[config.mk]
export PLATFORM = sky130hd
export DESIGN_NAME = model_matrix_float_adder_sequencer
export DESIGN_NICKNAME = d
export VERILOG_FILES = /design/src/rtl/model_matrix_float_adder_sequencer_pkg.sv /design/src/rtl/model_matrix_float_adder_sequencer.sv
export SDC_FILE = /design/constraint.sdc
export NUM_CORES = 1
export LEC_CHECK = 0
export CAP_MARGIN = 10
export CORE_AREA = 2 2 230 232
export DETAILED_ROUTE_END_ITERATION = 12
export DIE_AREA = 0 0 232 234
export PLACE_DENSITY = 0.65
export SLEW_MARGIN = 20
export SYNTH_ARGS = -nofsm -noshare
export SYNTH_HDL_FRONTEND = slang
export SYNTH_SLANG_ARGS = --single-unit
[constraint.sdc]
create_clock -name CLK -period 6.2 [get_ports CLK]
set_clock_uncertainty 0.05 [all_clocks]
set_input_delay 1.24 -clock CLK [delete_from_list [all_inputs] [get_ports CLK]]
set_output_delay 1.24 -clock CLK [all_outputs]
set_load 0.1 [all_outputs]
[src/rtl/model_matrix_float_adder_sequencer_pkg.sv]
// Shared definitions for the matrix float add/subtract sequencer.
// Holds the FSM state encoding, the data/control constants and the operation encoding.
package model_matrix_float_adder_sequencer_pkg;

    localparam int DATA_W    = 64;
    localparam int CONTROL_W = 4;

    typedef enum logic [1:0] {
        STARTER_STATE   = 2'd0,
        ROW_START_STATE = 2'd1,
        STREAM_STATE    = 2'd2,
        ENDER_STATE     = 2'd3
    } state_t;

    localparam logic [DATA_W-1:0]    ZERO_DATA    = '0;
    localparam logic [DATA_W-1:0]    ONE_DATA     = {{(DATA_W-1){1'b0}}, 1'b1};
    localparam logic [CONTROL_W-1:0] ZERO_CONTROL = '0;
    localparam logic [CONTROL_W-1:0] ONE_CONTROL  = {{(CONTROL_W-1){1'b0}}, 1'b1};

    localparam logic OP_ADD = 1'b0;
    localparam logic OP_SUB = 1'b1;

endpackage

[src/rtl/model_matrix_float_adder_sequencer.sv]
// Row loop for a matrix float add/subtract on one shared external vector float adder.
// Issues one vector START per row, forwards element strobes and re-tags the results.
//
// state     | meaning
// STARTER   | idle, waiting for START; latches sizes and operation
// ROW_START | one-cycle vector adder start for the current row
// STREAM    | forwarding A/B elements, waiting for the row to finish
// ENDER     | matrix done, READY pulse follows
module model_matrix_float_adder_sequencer
    import model_matrix_float_adder_sequencer_pkg::*;
#(
    parameter int DATA_SIZE    = 64,
    parameter int CONTROL_SIZE = 4
) (
    input  logic                 CLK,
    input  logic                 RST,
    input  logic                 START,
    output logic                 READY,
    input  logic                 OPERATION,
    input  logic                 DATA_A_IN_I_ENABLE,
    input  logic                 DATA_A_IN_J_ENABLE,
    input  logic                 DATA_B_IN_I_ENABLE,
    input  logic                 DATA_B_IN_J_ENABLE,
    output logic                 DATA_OUT_I_ENABLE,
    output logic                 DATA_OUT_J_ENABLE,
    input  logic [DATA_SIZE-1:0] SIZE_I_IN,
    input  logic [DATA_SIZE-1:0] SIZE_J_IN,
    input  logic [DATA_SIZE-1:0] DATA_A_IN,
    input  logic [DATA_SIZE-1:0] DATA_B_IN,
    output logic [DATA_SIZE-1:0] DATA_OUT,
    output logic                 VA_START,
    input  logic                 VA_READY,
    output logic                 VA_OPERATION,
    output logic                 VA_DATA_A_IN_ENABLE,
    output logic                 VA_DATA_B_IN_ENABLE,
    input  logic                 VA_DATA_OUT_ENABLE,
    output logic [DATA_SIZE-1:0] VA_SIZE_IN,
    output logic [DATA_SIZE-1:0] VA_DATA_A_IN,
    output logic [DATA_SIZE-1:0] VA_DATA_B_IN,
    input  logic [DATA_SIZE-1:0] VA_DATA_OUT
);

    localparam int UNUSED_CONTROL_SIZE = CONTROL_SIZE;

    // Row-start markers on the inputs carry no information the row loop needs.
    logic unused_inputs;
    assign unused_inputs = &{1'b0, DATA_A_IN_I_ENABLE, DATA_B_IN_I_ENABLE};

    state_t                 state_q, state_d;
    logic [DATA_SIZE-1:0]   size_i_q, size_i_d, size_j_q, size_j_d;
    logic [DATA_SIZE-1:0]   row_q, row_d;
    logic                   op_q, op_d, first_q, first_d;
    logic                   ready_q, ready_d, va_start_q, va_start_d;
    logic                   out_i_q, out_i_d, out_j_q, out_j_d;
    logic                   va_a_en_q, va_a_en_d, va_b_en_q, va_b_en_d;
    logic [DATA_SIZE-1:0]   data_out_q, data_out_d;
    logic [DATA_SIZE-1:0]   va_a_q, va_a_d, va_b_q, va_b_d;

    always_comb begin
        state_d    = state_q;
        size_i_d   = size_i_q;
        size_j_d   = size_j_q;
        row_d      = row_q;
        op_d       = op_q;
        first_d    = first_q;
        ready_d    = 1'b0;
        va_start_d = 1'b0;
        out_i_d    = 1'b0;
        out_j_d    = 1'b0;
        va_a_en_d  = 1'b0;
        va_b_en_d  = 1'b0;
        data_out_d = data_out_q;
        va_a_d     = va_a_q;
        va_b_d     = va_b_q;

        // Results are collected in every state so a row-ending result is never lost.
        if (VA_DATA_OUT_ENABLE) begin
            data_out_d = VA_DATA_OUT;
            out_j_d    = 1'b1;
            out_i_d    = first_q;
            first_d    = 1'b0;
        end

        case (state_q)
            STARTER_STATE: begin
                if (START) begin
                    size_i_d = SIZE_I_IN;
                    size_j_d = SIZE_J_IN;
                    op_d     = OPERATION;
                    row_d    = DATA_SIZE'(ZERO_DATA);
                    if ((SIZE_I_IN == '0) || (SIZE_J_IN == '0)) begin
                        state_d = ENDER_STATE;
                    end else begin
                        state_d = ROW_START_STATE;
                    end
                end
            end
            ROW_START_STATE: begin
                va_start_d = 1'b1;
                first_d    = 1'b1;
                state_d    = STREAM_STATE;
            end
            STREAM_STATE: begin
                va_a_en_d = DATA_A_IN_J_ENABLE;
                va_a_d    = DATA_A_IN;
                va_b_en_d = DATA_B_IN_J_ENABLE;
                va_b_d    = DATA_B_IN;
                if (VA_READY) begin
                    if (row_q == size_i_q - DATA_SIZE'(ONE_DATA)) begin
                        state_d = ENDER_STATE;
                    end else begin
                        row_d   = row_q + DATA_SIZE'(ONE_DATA);
                        state_d = ROW_START_STATE;
                    end
                end
            end
            ENDER_STATE: begin
                ready_d = 1'b1;
                state_d = STARTER_STATE;
            end
            default: state_d = STARTER_STATE;
        endcase
    end

    always_ff @(posedge CLK or negedge RST) begin
        if (!RST) begin
            state_q    <= STARTER_STATE;
            size_i_q   <= '0;
            size_j_q   <= '0;
            row_q      <= '0;
            op_q       <= OP_ADD;
            first_q    <= 1'b0;
            ready_q    <= 1'b0;
            va_start_q <= 1'b0;
            out_i_q    <= 1'b0;
            out_j_q    <= 1'b0;
            va_a_en_q  <= 1'b0;
            va_b_en_q  <= 1'b0;
            data_out_q <= '0;
            va_a_q     <= '0;
            va_b_q     <= '0;
        end else begin
            state_q    <= state_d;
            size_i_q   <= size_i_d;
            size_j_q   <= size_j_d;
            row_q      <= row_d;
            op_q       <= op_d;
            first_q    <= first_d;
            ready_q    <= ready_d;
            va_start_q <= va_start_d;
            out_i_q    <= out_i_d;
            out_j_q    <= out_j_d;
            va_a_en_q  <= va_a_en_d;
            va_b_en_q  <= va_b_en_d;
            data_out_q <= data_out_d;
            va_a_q     <= va_a_d;
            va_b_q     <= va_b_d;
        end
    end

    assign READY               = ready_q;
    assign DATA_OUT            = data_out_q;
    assign DATA_OUT_I_ENABLE   = out_i_q;
    assign DATA_OUT_J_ENABLE   = out_j_q;
    assign VA_START            = va_start_q;
    assign VA_OPERATION        = op_q;
    assign VA_SIZE_IN          = size_j_q;
    assign VA_DATA_A_IN_ENABLE = va_a_en_q;
    assign VA_DATA_B_IN_ENABLE = va_b_en_q;
    assign VA_DATA_A_IN        = va_a_q;
    assign VA_DATA_B_IN        = va_b_q;

endmodule

======== Word level (Yosys, flattened, before mapping) ========
Index checks and enable logic that the tools add are counted.
operators by class
  add/sub/neg operators ................... 2
  equal/unequal tests ..................... 7
  mux-type cells .......................... 17
  reduce and logical (&&, ||, !) cells .... 9
operator list
  kind                     number
  $mux W64                 3
  $logic_not A64 Y1        2
  $pmux W64 S2             1
  $add A64 B1 Y64 const B  1
  $eq A64 B64 Y1           1
  $sub A64 B1 Y64 const B  1
  $mux W1                  8
  $mux W2                  4
  $pmux W2 S4              1
  $ne A2 B2 Y1 const B     3
  $eq A2 B2 Y1 const B     2
  $reduce_and A2 Y1        2
  $reduce_and A4 Y1        1
  $reduce_bool A2 Y1       2
  $eq A2 B1 Y1 const B     1
  $logic_not A2 Y1         1
  $logic_or A1 B1 Y1       1
storage, ports and cells
  register bits ........................... 394
  input port bits ......................... 330
  output and inout bits ................... 263
  word-level logic and storage cells ...... 50

======== Longest topological paths before layout ========
Gate-level depths: netlist of run 1.
  depth after elaboration ................. 5
  mapped depth ............................ 15

======== Worst setup path before layout of run 1 ========
OpenSTA, ideal clock, no wires.
  kind .................................... flip-flop to flip-flop
  start ................................... reg size_i_q[0]
  end ..................................... reg row_q[26]
  setup time .............................. 119 ps
  arrival ................................. 3641 ps
  required time ........................... 6031 ps
  setup slack ............................. 2390 ps
  stages on the path, launching flop included .. 16
  buffers on the path ..................... 3
  clock period less this slack ............ 3810 ps
  cells stage by stage .................... dfrtp_1 inv_1 ha_1 or3b_1 or4_1 clkbuf_1 nor2_1 nand4b_1 a211o_1 nor4_1 nand4_1 o21ai_4 buf_4 buf_6 nor4_1 o21a_1
on the way
  cells in the longest elaborated chain, start to end .. 4
ends and longest elaborated chain
  item                                RTL line                                   RTL
  start, declared                     model_matrix_float_adder_sequencer.sv:50   logic [DATA_SIZE-1:0] size_i_q, size_i_d, size_j_q, size_j_d;
  start signal, assigned              model_matrix_float_adder_sequencer.sv:144  size_i_q <= size_i_d;
  $sub A64 B1 Y64                     model_matrix_float_adder_sequencer.sv:109  if (row_q == size_i_q - DATA_SIZE'(ONE_DATA)) begin
  $eq A64 B64 Y1                      model_matrix_float_adder_sequencer.sv:109
  $ne A2 B2 Y1 (no source line)       n/a
  $reduce_and A4 Y1 (no source line)  n/a
  end signal, assigned                model_matrix_float_adder_sequencer.sv:146  row_q <= row_d;
  end, declared                       model_matrix_float_adder_sequencer.sv:51   logic [DATA_SIZE-1:0] row_q, row_d;
Every way passes these cells.
A chain may end at the register's enable or synchronous reset.

======== Worst setup path in the final report of run 1 ========
  start ................................... reg size_i_q[0]
  end ..................................... reg row_q[18]
Same word-level chain as after synthesis.

==> results of run 1 <==
-- flip-flops by register name, summed over array words and instances (netlist names), 2 cells and up --
| name | count |
|---|---|
| row_q | 64 |
| VA_DATA_B_IN | 64 |
| state_q | 2 |
| VA_DATA_A_IN | 64 |
| size_i_q | 64 |
| VA_SIZE_IN | 64 |
| DATA_OUT | 64 |
-- power by group --
part           switching, uW  internal [uW]  leakage, uW  total, uW
Clock                   1160           1660     0.000774       2820
Sequential               804           3480      0.00486       4280
Combinational           7210           2440      0.00537       9650
-- critical path, stage by stage, from the launching register on --
cell,delay (ns)
dfrtp_1,0.41
inv_1,0.09
ha_1,0.24
or3b_1,0.47
or4_1,0.67
nor2_1,0.17
buf_4,0.17
nand4b_1,0.11
a211o_1,0.33
nor4_1,0.44
nand4_1,0.38
o21ai_4,0.58
buf_12,0.34
o21ai_0,0.14
a21oi_1,0.16
-- layout make-up --
class                      count  area, sq um  share of cell area
antenna                        7        17.52           0.0006649
timing repair buffer         605         6016              0.2284
inverter                       9        33.78            0.001282
multi-input combinational   1248         7970              0.3025
sequential                   394         9859              0.3743
clock inverter                19        176.4            0.006697
tap                          688        860.8             0.03268
clock buffer                  69         1410             0.05353
-- placed cells by master (no fill, tap or decap), types with 5 or more instances in the layout --
cell type	synthesis	layout
dfrtp_1	394	394
or3_1	46	46
nor2_1	26	26
o31a_1	16	16
inv_1	9	9
nor3_1	28	28
mux2_2	193	193
clkdlybuf4s50_1	0	572
o21ai_0	42	42
clkbuf_16	0	48
o31ai_1	14	14
buf_4	3	22
nor4_1	79	79
diode_2	0	7
o211ai_1	5	5
xor2_1	39	39
xnor2_1	54	54
clkbuf_8	0	13
clkinv_2	0	9
clkinvlp_4	0	5
nand2_1	442	441
or2_2	7	7
or4_1	15	15
and3_1	21	21
nand3_1	34	34
nand4_1	31	31
clkbuf_1	74	8
nand2b_1	5	5
nand4b_1	8	8
and2_1	7	6
o21a_1	13	13
o21ai_1	10	10
a21oi_1	55	55
buf_2	6	6
-- through the flow --
stage / hold WS, ns / instance area, sq um
after floorplan: 0.3958 / 18200
after global placement: 0.4073 / 24770
after detailed placement: 0.4121 / 24760
after CTS: 0.4267 / 26340
after global routing: 0.4476 / 26330
final: 0.4205 / 26340
-- layer usage --
layer / part of all wire / vias up / GRT usage / wire length (microns)
met5: 0.0015 / - / 0 / 111
met2: 0.50 / 545 / 0.4605 / 37020
li1: - / 7254 / - / -
met4: 0.028 / 16 / 0.08353 / 2066
met1: 0.39 / 7844 / 0.3156 / 28900
met3: 0.078 / 111 / 0.08487 / 5780
-- cell families (layout without fill, tap and decap cells) --
logic type | count (synthesis) | in the layout
compound gates | 176 | 176
xor+xnor | 94 | 94
fa+ha+maj | 2 | 2
buf+inv | 95 | 702
flops | 394 | 394
mux | 196 | 196
other cells | 0 | 7
simple gates | 780 | 780
-- worst paths after layout --
kind	startpoint	endpoint	slack (ns)	cells after the start
max	size_i_q[0]$_DFFE_PN0P_	row_q[18]$_DFFE_PN0P_	1.30	14
min	VA_SIZE_IN[61]$_DFFE_PN0P_	VA_SIZE_IN[61]$_DFFE_PN0P_	0.42	2
max reg2reg	size_i_q[0]$_DFFE_PN0P_	row_q[18]$_DFFE_PN0P_	1.30	14
min reg2reg	VA_SIZE_IN[61]$_DFFE_PN0P_	VA_SIZE_IN[61]$_DFFE_PN0P_	0.42	2
max in group asynchronous	RST	VA_DATA_A_IN[55]$_DFFE_PN0P_	4.25	2
min in group asynchronous	RST	DATA_OUT[26]$_DFFE_PN0P_	0.54	1
==> reports/qor.csv, run 1 <==
metric;value;unit
status;finished, final reports clean;
multiplexer area fraction after synthesis;0.1210;
number of global-route vias before repair;15851;
width of the die;232;microns
Max-Slew Margin vs Limit;0.2004;
share of the yosys chip area belonging to registers;0.5417;
# fillers;4764;
share of flip-flops with an asynchronous set or reset;1.000;
syn nets;2069;
max-cap violation count;0;
core area;52020;sq um
critical path class;register to register;
initial DRC count;931;
top post-synthesis cells by count;nand2_1, dfrtp_1, mux2_2;
Final Hold Fails;0;
largest net degree at the start of global routing;147;
CTS tree;yes;
Initial Util;0.3499;
Synth Instances;1737;
DIE AREA;54290;sq um
Yosys reg bits;394;
fraction of layout cells with a size suffix above 1;0.1399;
Simple-Gate Fraction of Synth Area;0.2072;
DRT Pass-1 Iters;5;
Setup TNS Final;0;ns
min-delay worst type;register to register;
Max Buffers Root-to-Sink;3;
I/O Pins;593;
hpwl dp;58240;microns
synth warn;0;
# DRC;0;
Port Buffer Count;590;
Synth Area in XOR/XNOR;0.04605;
final setup fails;0;
synthesis-to-finish area growth;44.73;%
number of synthesized flops with an enable pin;0;
Via density;5.189;
antenna viol nets, final;0;
Die Y-Extent;234;microns
Post-Synth Adder-Cell Area;0.001375;
Cell Count Post-Placement;2944;
GRT Residual Overflow;0;
largest family of logic cells by synthesized area;simple AND/OR/NAND/NOR gates;
Post-CTS Hold Buffers;0;
# rows;84;
post-CTS repair timing setup buffer count;0;
Synth cell types;64;
Final min period;4.903;ns
Final Max Tran Viols;0;
most used flip-flop cell after synthesis;dfrtp_1;
top-count cell post-synth;nand2_1;
critical path arrival;5.35;ns
worst-path fanout max;79;
Worst setup EP type;register;
CTS root buffer;clkbuf_16;
worst path required time;6.64;ns
syn_area_per_cell;10.48;sq um
final core occ;0.5064;
CTS Buf Count;47;
pre-CTS setup slack;1.369;ns
Synth top area share;0.5417;
placer congestion estimate;0.9303;
PD cells;636.0;nW/um^2
largest cells by area after synthesis;dfrtp_1, mux2_2, nand2_1;
post-detailed-routing wire length;73880;microns
Tightest Pin Transition;1.196;ns
initial antenna violation count;20;
final critical-path setup slack;1.297;ns
unrepaired setup endpoints after global routing;false;
peak supply drop;0.4818;mV
post-synthesis cell area;18200;sq um
leak pwr;0.01101;uW
Compound-Gate Fraction of Synth Area;0.06125;
Critical Path Source Type;register;
largest area contributor in the netlist;dfrtp_1;
CTS sink cnt;394;
Reg clk slew, reported paths;0.06;ns
GR Util All Layers;0.2666;
Final nets;2637;
wire length per cell;24.31;microns
total power draw;16750;uW
vias;15770;
Skew-Pair Late Insertion Delay;0.59;ns
Non-Filler Instances;3039;
H-tree levels;2;
final worst-path cycle share;0.7907;
highest achievable clock rate;204.0;MHz
post-cts sizing count;0;
global-route wire length before repair;106100;microns
Power figures use the tool's default switching activity.
==> run 2: changes to the inputs <==
- clock period: 6.2 -> 5 ns (I/O delays scaled with it)
==> run 2 against run 1 <==
  * Cell count increased by 0.79%
  * Clock-buffer cell count fell by 3
  * Design area up 1.2%
  * Largest cell class unchanged
  * Highest routed layer unchanged
==> reports/qor.csv, run 2 (same netlist as run 1, synthesis figures left out) <==
metric;value;unit
status;finished, final reports clean;
max-cap violation count;0;
Port Buffer Count;590;
critical path arrival;4.95;ns
most frequent cells in the layout;clkdlybuf4s50_1, nand2_1, dfrtp_1, mux2_2, nor4_1;
most common cell after layout, fill and taps aside;clkdlybuf4s50_1;
width of the die;232;microns
Initial Util;0.3499;
reg2reg end;row_q[41]$_DFFE_PN0P_;
Final Max Tran Viols;0;
global-route wire length before repair;107600;microns
final critical-path setup slack;0.4898;ns
Via density;5.190;
CTS Buf Count;47;
# DRC;0;
final setup fails;0;
# rows;84;
worst path required time;5.44;ns
CTS sink cnt;394;
pre-CTS setup slack;0.6126;ns
critical path class;register to register;
Max-Slew Margin vs Limit;0.1785;
initial DRC count;958;
Reg clk slew, reported paths;0.06;ns
Final nets;2657;
peak supply drop;0.5852;mV
CTS root buffer;clkbuf_16;
post-cts sizing count;0;
antenna viol nets, final;0;
crit path from;size_i_q[0]$_DFFE_PN0P_;
Max Buffers Root-to-Sink;3;
fraction of layout cells with a size suffix above 1;0.1490;
Setup TNS Final;0;ns
Tightest Pin Transition;1.228;ns
Cell Count Post-Placement;2963;
leak pwr;0.01118;uW
Post-CTS Hold Buffers;0;
I/O Pins;593;
DRT Pass-1 Iters;5;
Skew-Pair Late Insertion Delay;0.60;ns
Critical Path Source Type;register;
min-delay worst type;input port to async pin;
Die Y-Extent;234;microns
FF-to-FF Start;size_i_q[0]$_DFFE_PN0P_;
worst hold slack;0.3806;ns
DIE AREA;54290;sq um
GRT Residual Overflow;0;
R2R Setup Slk;0.49;ns
PD cells;790.8;nW/um^2
Non-Filler Instances;3063;
number of global-route vias before repair;16140;
initial antenna violation count;20;
hpwl dp;58780;microns
CTS tree;yes;
largest net degree at the start of global routing;118;
Final min period;4.510;ns
Final Instance Area;26660;sq um
Setup crit end;row_q[41]$_DFFE_PN0P_;
H-tree levels;2;
post-detailed-routing wire length;74690;microns
final worst-path cycle share;0.9020;
Worst setup EP type;register;
unrepaired setup endpoints after global routing;false;
Worst path slowest cell;or4_1;
Worst Reg-to-Reg Cells;13;
synthesis-to-finish area growth;46.46;%
post-CTS repair timing setup buffer count;0;
Final Hold Fails;0;
vias;15896;
wire length per cell;24.38;microns
placer congestion estimate;0.9210;
# fillers;4750;
highest achievable clock rate;221.7;MHz
core area;52020;sq um
placed cell area;24910;sq um
GR Util All Layers;0.2703;
Slowest Stage Delay on Critical Path;0.71;ns
worst-path fanout max;34;
crit-path cells;inv_1 -> ha_1 -> or3b_1 -> or4_1 -> nor4_1 -> nand4_1 -> xnor2_1 -> nor4_1 -> nand4_1 -> o21ai_4 -> buf_4 -> o21ai_0 -> a21oi_1;
## run 2: worst min path at each step
stage	end	depth (start not counted)	slack, ns
3_3_place_gp	first_q$_DFFE_PN0P_	1	0.41
3_5_place_dp	VA_SIZE_IN[57]$_DFFE_PN0P_	2	0.41
6_report	VA_DATA_B_IN[0]$_DFFE_PN0P_	1	0.38
2_1_floorplan	first_q$_DFFE_PN0P_	1	0.40
5_1_grt	VA_DATA_B_IN[14]$_DFFE_PN0P_	1	0.41
4_1_cts	VA_DATA_B_IN[13]$_DFFE_PN0P_	1	0.37
## run 2: critical path: cells and delay by family (launching register included)
family | cells | cell delay, ns
simple gates | 6 | 2.51
compound gates | 3 | 0.59
buf+inv | 2 | 0.43
flops | 1 | 0.41
xor+xnor | 1 | 0.17
fa+ha+maj | 1 | 0.23
## run 2: per-layer routing
layer | GRT usage | part of all wire
met5 | 0 | 0.00063
met4 | 0.08714 | 0.027
met3 | 0.08439 | 0.077
met2 | 0.4642 | 0.50
met1 | 0.3224 | 0.39
## run 2: metrics by stage
step | power (uW) | util
6_report | 21080 | 0.5124
5_1_grt | 21790 | 0.5121
4_1_cts | 21190 | 0.5115
3_5_place_dp | 17410 | 0.4788
3_3_place_gp | 17310 | 0.4791
2_1_floorplan | 13870 | -
## run 2: final cells by class
class,instances,area (sq um),area share
multi-input combinational,1248,7970,0.2990
tap,688,860.8,0.03229
clock buffer,66,1439,0.05397
inverter,9,33.78,0.001267
timing repair buffer,625,6203,0.2327
antenna,12,30.03,0.001126
sequential,394,9859,0.3698
clock inverter,21,262.8,0.009856
## run 2: power by group
group          leakage [uW]  internal [uW]  switching, uW  total (uW)
Combinational       0.00548           3080           8980       12100
Clock              0.000837           2230           1500        3720
Sequential          0.00486           4310            983        5300
Total                0.0112           9620          11500       21100
==> run 3: changes to the inputs <==
- CELL_PAD_IN_SITES_DETAIL_PLACEMENT: default -> 1
- CELL_PAD_IN_SITES_GLOBAL_PLACEMENT: default -> 2
- CORE_AREA: 2 2 230 232 -> default
- CORE_MARGIN: default -> 1.5
- CORE_UTILIZATION: default -> 28
- DIE_AREA: 0 0 232 234 -> default
- PLACE_DENSITY: 0.65 -> 0.81
==> run 3 against run 2 <==
  * Wire length is 12% higher
  * Die area is 23% higher
  * Global-route usage is 2.1 points lower
  * Critical path type unchanged
  * First-iteration DRC count is 7.9% lower
  * Largest cell class unchanged
  * Design area is 0.39% higher
  * Largest power group unchanged
  * Worst hold slack better by 0.042 ns
  * Power is 0.75% higher
  * Sequential power hardly changed
  * Critical path depth is 2 lower
  * Non-clock buffer count is 7 lower
==> reports/qor.csv, run 3 (same netlist as run 1, synthesis figures left out) <==
metric;value;unit
wire length per cell;26.02;microns
pre-CTS setup slack;0.6210;ns
synthesis-to-finish area growth;47.04;%
most frequent cells in the layout;clkdlybuf4s50_1, nand2_1, dfrtp_1, mux2_2, nor4_1;
final worst-path cycle share;0.8890;
hpwl dp;66050;microns
global-route wire length before repair;121500;microns
unrepaired setup endpoints after global routing;false;
Port Buffer Count;590;
Tightest Pin Transition;1.221;ns
Non-Filler Instances;3224;
core area;64350;sq um
leak pwr;0.01112;uW
final setup fails;0;
antenna viol nets, final;0;
I/O Pins;593;
post-detailed-routing wire length;83900;microns
max-cap violation count;0;
number of global-route vias before repair;17312;
Max Buffers Root-to-Sink;3;
critical path class;register to register;
initial DRC count;882;
min-delay worst type;register to register;
placer congestion estimate;0.9159;
Post-CTS Hold Buffers;0;
FF-to-FF Start;size_i_q[4]$_DFFE_PN0P_;
DRT Pass-1 Iters;5;
Cell Count Post-Placement;3124;
critical path arrival;4.91;ns
Skew-Pair Late Insertion Delay;0.59;ns
width of the die;258.0;microns
Critical Path Source Type;register;
Final Hold Fails;0;
largest net degree at the start of global routing;113;
post-CTS repair timing setup buffer count;0;
CTS Buf Count;50;
peak supply drop;0.5681;mV
Setup TNS Final;0;ns
CP dominant cell by count;or3_1;
reg2reg end;row_q[16]$_DFFE_PN0P_;
DIE AREA;66550;sq um
# rows;93;
Final nets;2653;
Worst setup EP type;register;
Final Max Tran Viols;0;
worst-path fanout max;73;
R2R Setup Slk;0.56;ns
hold path endpoint;VA_SIZE_IN[31]$_DFFE_PN0P_;
# DRC;0;
initial antenna violation count;20;
most common cell after layout, fill and taps aside;clkdlybuf4s50_1;
H-tree levels;2;
CTS sink cnt;394;
Via density;4.965;
post-cts sizing count;0;
Worst path slowest cell;or4b_2;
Reg clk slew, reported paths;0.06;ns
min-delay src;VA_SIZE_IN[31]$_DFFE_PN0P_;
fraction of layout cells with a size suffix above 1;0.1459;
Max-Slew Margin vs Limit;0.1838;
status;finished, final reports clean;
GRT Residual Overflow;0;
worst path required time;5.46;ns
Slowest Stage Delay on Critical Path;0.66;ns
PD cells;793.6;nW/um^2
hold depth;2;
Worst Reg-to-Reg Cells;11;
crit-path cells;or3_1 -> or4b_4 -> or3_1 -> or2_1 -> nor4_1 -> nor4b_1 -> nand4_2 -> o21ai_4 -> buf_12 -> or4b_2 -> o21ai_1;
Initial Util;0.2829;
vias;16007;
CTS tree;yes;
Die Y-Extent;258.0;microns
final critical-path setup slack;0.5552;ns
CTS root buffer;clkbuf_16;
GR Util All Layers;0.2489;
Final min period;4.445;ns
highest achievable clock rate;225.0;MHz
-- run 3: through the flow --
stage | utilization | area [sq um] | power (uW) | hold WS, ns
final | 0.4159 | 26760 | 21240 | 0.4224
after global routing | 0.4158 | 26760 | 22040 | 0.4501
after CTS | 0.4158 | 26750 | 21450 | 0.4294
after detailed placement | 0.3897 | 25080 | 17620 | 0.4145
after global placement | 0.3898 | 25080 | 17430 | 0.4084
after floorplan | - | 18200 | 13870 | 0.3958
-- run 3: where the power goes --
group | switching [uW] | leakage, uW | internal, uW
Sequential | 1010 | 0.00486 | 4320
Combinational | 9150 | 0.00546 | 3050
Clock | 1480 | 0.000807 | 2240
Total | 11600 | 0.0111 | 9610
-- run 3: cell type report --
| class | instances | area (sq um) |
|---|---|---|
| Inverter | 9 | 33.78 |
| Tap cell | 855 | 1070 |
| Antenna cell | 11 | 27.53 |
| Fill cell | 7137 | 37580 |
| Multi-Input combinational cell | 1248 | 7970 |
| Clock buffer | 76 | 1480 |
| Timing Repair Buffer | 618 | 6126 |
| Sequential cell | 394 | 9859 |
| Clock inverter | 13 | 197.7 |
-- run 3: how the worst max path moves through the flow --
stage / endpoint / startpoint / slack, ns
floorplan: row_q[26]$_DFFE_PN0P_ / size_i_q[0]$_DFFE_PN0P_ / 1.19
global placement: row_q[42]$_DFFE_PN0P_ / size_i_q[0]$_DFFE_PN0P_ / 0.70
detailed placement: row_q[16]$_DFFE_PN0P_ / size_i_q[4]$_DFFE_PN0P_ / 0.62
CTS: row_q[46]$_DFFE_PN0P_ / size_i_q[0]$_DFFE_PN0P_ / 0.57
global route: row_q[45]$_DFFE_PN0P_ / size_i_q[0]$_DFFE_PN0P_ / 0.29
finish: row_q[16]$_DFFE_PN0P_ / size_i_q[4]$_DFFE_PN0P_ / 0.56
-- run 3: worst max-delay path, delay by kind of cell, from the launching register on --
family | cells | cell delay, ns
flops | 1 | 0.44
compound gates | 2 | 0.19
simple gates | 8 | 3.44
buf+inv | 1 | 0.20
-- run 3: metal layers --
metal  track usage  vias up  wire (microns)
met3       0.08245      127            6368
met4       0.09584       14            3113
li1              -     7300               -
met2        0.4441      423           43110
met5             0        -              91
met1        0.2722     8143           31230
